## src/rtl/reset_release_sequencer.sv

```systemverilog
`timescale 1ns/1ps
// reset_release_sequencer
//   Reset synchroniser and sequencer for the root of a clock domain.
//
//   - A SYNC_STAGES-deep flop chain synchronises the deassertion of the
//     asynchronous reset to clk.
//   - NUM_OUT downstream resets are then released one at a time, GAP cycles
//     apart, in ascending order.
//   - Once every reset is released, ready goes high and the data path opens.
//
//   Optional feature, enabled by defining RSTSEQ_SOFT_RST_EN:
//     soft_req, sampled while running, re-asserts all downstream resets for
//     HOLD cycles, pulses soft_ack and then replays the release sequence.
//     When the macro is undefined, soft_req is ignored and soft_ack is tied
//     low; the port list is the same in both builds.
//
// Ports
//   clk       in   1        clock
//   reset     in   1        async active-high reset (deassertion synchronised)
//   soft_req  in   1        soft-reset request, level-sampled while running
//   soft_ack  out  1        one-cycle pulse when the soft-reset hold completes
//   rst_out   out  NUM_OUT  sequenced active-high resets, bit 0 released first
//   ready     out  1        high once all rst_out bits are released
//   data_in   in   DATA_W   input data
//   data_out  out  DATA_W   registered data, forced to zero while ready is low
module reset_release_sequencer #(
  parameter int SYNC_STAGES = 2,
  parameter int NUM_OUT     = 3,
  parameter int GAP         = 4,
  parameter int HOLD        = 8,
  parameter int DATA_W      = 8
) (
  input  logic              clk,
  input  logic              reset,
  input  logic              soft_req,
  output logic              soft_ack,
  output logic [NUM_OUT-1:0] rst_out,
  output logic              ready,
  input  logic [DATA_W-1:0] data_in,
  output logic [DATA_W-1:0] data_out
);

  localparam int CNT_MAX = (GAP > HOLD) ? GAP : HOLD;
  localparam int CNT_W   = (CNT_MAX > 1) ? $clog2(CNT_MAX) : 1;
  localparam int IDX_W   = $clog2(NUM_OUT) + 1;

  typedef enum logic [1:0] {
    ST_ASSERT,
    ST_RELEASE,
    ST_RUN,
    ST_SOFT
  } state_t;

  logic [SYNC_STAGES-1:0] sync_q, sync_d;
  logic                   sync_rst;

  state_t                 state_q, state_d;
  logic [CNT_W-1:0]       cnt_q, cnt_d;
  logic [IDX_W-1:0]       idx_q, idx_d;
  logic [NUM_OUT-1:0]     rst_out_q, rst_out_d;
  logic                   ready_q, ready_d;
  logic                   soft_ack_q, soft_ack_d;
  logic [DATA_W-1:0]      data_out_q, data_out_d;

  // Synchroniser: the chain is preset to all ones by reset and shifts in
  // zeros, so sync_rst falls on the SYNC_STAGES-th edge after reset falls.
  always_comb begin
    sync_d = {sync_q[SYNC_STAGES-2:0], 1'b0};
  end

  assign sync_rst = sync_q[SYNC_STAGES-1];

  always_comb begin
    state_d    = state_q;
    cnt_d      = cnt_q;
    idx_d      = idx_q;
    rst_out_d  = rst_out_q;
    ready_d    = ready_q;
    soft_ack_d = 1'b0;

    case (state_q)
      ST_ASSERT: begin
        rst_out_d = '1;
        ready_d   = 1'b0;
        cnt_d     = '0;
        idx_d     = '0;
        if (!sync_rst) begin
          state_d = ST_RELEASE;
        end
      end

      ST_RELEASE: begin
        if (cnt_q == CNT_W'(GAP - 1)) begin
          cnt_d = '0;
          idx_d = idx_q + IDX_W'(1);
          for (int i = 0; i < NUM_OUT; i++) begin
            if (idx_q == IDX_W'(i)) begin
              rst_out_d[i] = 1'b0;
            end
          end
          if (idx_q == IDX_W'(NUM_OUT - 1)) begin
            state_d = ST_RUN;
          end
        end else begin
          cnt_d = cnt_q + CNT_W'(1);
        end
      end

      ST_RUN: begin
        // The first RUN edge only raises ready, so a request is honoured
        // only after ready has been visible for at least one cycle.
        if (!ready_q) begin
          ready_d = 1'b1;
        end
`ifdef RSTSEQ_SOFT_RST_EN
        else if (soft_req) begin
          state_d   = ST_SOFT;
          rst_out_d = '1;
          ready_d   = 1'b0;
          cnt_d     = '0;
        end
`endif
      end

      ST_SOFT: begin
`ifdef RSTSEQ_SOFT_RST_EN
        if (cnt_q == CNT_W'(HOLD - 1)) begin
          soft_ack_d = 1'b1;
          idx_d      = '0;
          cnt_d      = '0;
          state_d    = ST_RELEASE;
        end else begin
          cnt_d = cnt_q + CNT_W'(1);
        end
`else
        // Unreachable without the soft-reset feature; recover via ASSERT.
        state_d = ST_ASSERT;
`endif
      end

      default: begin
        state_d = ST_ASSERT;
      end
    endcase
  end

  always_comb begin
    data_out_d = ready_q ? data_in : '0;
  end

  always_ff @(posedge clk or posedge reset) begin
    if (reset) begin
      sync_q     <= '1;
      state_q    <= ST_ASSERT;
      cnt_q      <= '0;
      idx_q      <= '0;
      rst_out_q  <= '1;
      ready_q    <= 1'b0;
      soft_ack_q <= 1'b0;
      data_out_q <= '0;
    end else begin
      sync_q     <= sync_d;
      state_q    <= state_d;
      cnt_q      <= cnt_d;
      idx_q      <= idx_d;
      rst_out_q  <= rst_out_d;
      ready_q    <= ready_d;
      soft_ack_q <= soft_ack_d;
      data_out_q <= data_out_d;
    end
  end

`ifndef RSTSEQ_SOFT_RST_EN
  logic unused_soft_req;
  assign unused_soft_req = soft_req;
`endif

  assign rst_out  = rst_out_q;
  assign ready    = ready_q;
  assign soft_ack = soft_ack_q;
  assign data_out = data_out_q;

endmodule

```

## config.mk

```make
export PLATFORM = sky130hd
export DESIGN_NAME = reset_release_sequencer
export DESIGN_NICKNAME = d
export VERILOG_FILES = /design/src/rtl/reset_release_sequencer.sv
export SDC_FILE = /design/constraint.sdc
export NUM_CORES = 1
export LEC_CHECK = 0
export BUFFER_PORTS_ARGS = -buffer_cell sky130_fd_sc_hd__buf_2
export CAP_MARGIN = 10
export CORE_UTILIZATION = 40
export DETAILED_ROUTE_END_ITERATION = 6
export PLACE_DENSITY_LB_ADDON = 0.1
export SETUP_SLACK_MARGIN = 0.15
export SLEW_MARGIN = 15
export SYNTH_ARGS = -nofsm -noshare
export SYNTH_HDL_FRONTEND = slang
export SYNTH_SLANG_ARGS = --single-unit
export TNS_END_PERCENT = 50
```

## constraint.sdc

```tcl
create_clock -name clk -period 1.3 [get_ports clk]
set_input_delay 0.13 -clock clk [delete_from_list [all_inputs] [get_ports clk]]
set_output_delay 0.13 -clock clk [all_outputs]
set_load 0.03 [all_outputs]
```

==> results.ini <==
[synthesis]
synth_xor_area_share_pct=0
syn_area_um2=946
synth_top_family_by_area=simple AND/OR/NAND/NOR gates
yosysWarnings=0
yosys-top-cells-area=dfrtp_1 45%, dfstp_2 14%, ha_1 6.6%, and2_1 5.3%, nand4b_1 3.7%
yosys.area.top_type=dfrtp_1
muxShareOfSynthArea_pct=0
synth_seq_area_share_pct=58.9
ys_types=26
postSynthCellCount=81
synth_top_area_share_pct=45.0
ys_seq_elements=22
syn_avg_cell_area_um2=11.7
synth_fa_ha_area_share_pct=6.61
synthSimpleGateAreaFrac_pct=26.3
synth_compound_area_share_pct=4.50

[sta]
rsz0062_at_grt=yes
hold_viol=0
clock_skew_ps=2.14
fin_ws_ps=137
slew_viol_final=0
setup_tns_ps=0
fmax_ghz=0.860
period_minus_slack_ps=1160
setup_viol=0
fin_crit_sh_pct=89.4

[cts]
root_buffer=clkbuf_4
htree_levels=1
path_clk_slew_ps=120
numCtsBuffers=3
clkLatencyLatePin_ps=300
cts_tree=yes
clock-sinks=22
cts_buffer_depth=2

[placement]
port-buffer-count=21
post-dp-hpwl_mm=1.05
pre_cts_ws_ps=136
placed_cells=131
place.gp.congestion=0.785

[worst_hold_path]
hp-class=primary input to flop

[global_route]
grtUsageMet1_pct=16.5
met3_usage_pct=2.73
busiest_layer=met2
grt_overflow=0
grt_max_degree=23
grt_pass1_wl_mm=2.55
grtUsageMet2_pct=23.1
antenna_found_initial=0
grt_pass1_vias=598
grt_usage_pct=13.7

[detailed_routing]
drt_iter0_markers=5
vias=630
wl_mm=1.56
viasPerCell=4.57
antenna_left=0
firstDrtPassIters=3
drc=0
wire_per_inst_um=11.3

[flow_run]
maxCapViolations=0

[cells_and_area]
num-nets-final=127
syn_to_final_growth_pct=27.0
n_antenna_cell=0
drive_above_1_share_pct=38.2
fin_cells=138
finish.utilization_pct=54.3

[floorplan]
ios=24
die_w_um=50.6
die-area_um2=2560
initial_core_util_pct=42.8
floorplan.die.height_um=50.6
rows=17
core_area_um2=2210

[status]
status=finished clean

[power_and_ir_drop]
cellPowerDensity_nw_per_um2=1090
finalPower_mw=1.30
ir_worst_vdd_v=0.000704
total_leakage_power_nw=0.556

[setup_path]
crit_path_start_kind=flop
cp-end-kind=flop
crit_arrival_ps=1400
crit_required_ps=1540
path_class=flop to flop
path_max_fanout=5

synth_stat cells:
master,count
a31oi_1,2
and2_1,8
and2b_2,1
and4b_1,1
buf_2,1
buf_4,2
conb_1,1
dfrtp_1,17
dfstp_2,5
ha_1,5
inv_1,3
nand2_1,9
nand2b_1,1
nand2b_4,1
nand3_1,5
nand4b_1,4
nor2_1,3
nor2b_1,2
nor2b_4,1
nor3_1,1
nor3_2,1
nor3b_1,1
o21a_1,2
o21ai_0,2
o21ai_1,1
or2_1,1
area by class of cell:
class / instances / area [um2]
Fill cell: 206 / 1010
Sequential cell: 22 / 558
Multi-Input combinational cell: 54 / 377
Timing Repair Buffer: 27 / 168
Tap cell: 28 / 35.0
Clock inverter: 1 / 30.0
Clock buffer: 3 / 22.5
Inverter: 3 / 11.3
kinds of logic (layout without fill, tap and decap cells):
family,Yosys count,in the layout
and+or+nand+nor,40,40
AOI/OAI and AO/OA,7,7
DFF,22,22
adders and majority gates,5,5
other,1,2
buffers and inverters,6,34
cells in the final DEF, fill, tap and decap left out, types with 4 or more instances in the layout:
cell type	instances
buf_4	6
dfstp_2	5
buf_2	18
nand3_1	5
and2_1	8
ha_1	4
nand2_1	9
dfrtp_1	16
nand4b_1	4
report_power, final:
group | switching (mW) | internal (mW)
Clock | 0.204 | 0.311
Combinational | 0.0545 | 0.0292
Sequential | 0.00286 | 0.703
flip-flops by register name, summed over array words and instances (netlist names):
name	count
sync_q	2
rst_out	3
data_out	8
idx_q	3
ready	1
cnt_q	3
state_q	2
worst max-delay path, stage by stage (launching register included):
cell and delay [ps]:
dfrtp_1 430, ha_4 190, nor2b_4 140, and4b_1 210
nor3_2 130
path summary, 6_finish.rpt:
kind,end,cells past startpoint,from,slack (ps)
max,state_q[0],4,cnt_q[0],140
min,data_out[3],2,data_in[3],30
max reg2reg,state_q[0],4,cnt_q[0],140
min reg2reg,sync_q[1],0,sync_q[0],360
max in group asynchronous,rst_out[1],4,reset,630
min in group asynchronous,data_out[6],4,reset,390
metrics by stage:
stage	hold slack [ps]	instance area [um2]
floorplan	116	952
global placement	175	1090
detailed placement	180	1090
CTS	12.5	1180
global route	15.4	1200
finish	28.1	1200
metal layers:
layer	share of wire [%]	wire, um	vias to the layer above
met5	0	0	-
met1	48	752	295
met2	49	756	9
li1	-	-	324
met4	0.64	10	0
met3	2.3	36	2
repair_timing:
action | in CTS | in global routing
setup buffers | 1 | 1
setup endpoints to repair | 6 | 9
endpoints found under the hold margin | 17 | 0
pin swaps | 2 | 2
resized for setup | 3 | 7
hold buffers | 1 | 0
No activity file was read; power rests on OpenSTA's default activity.
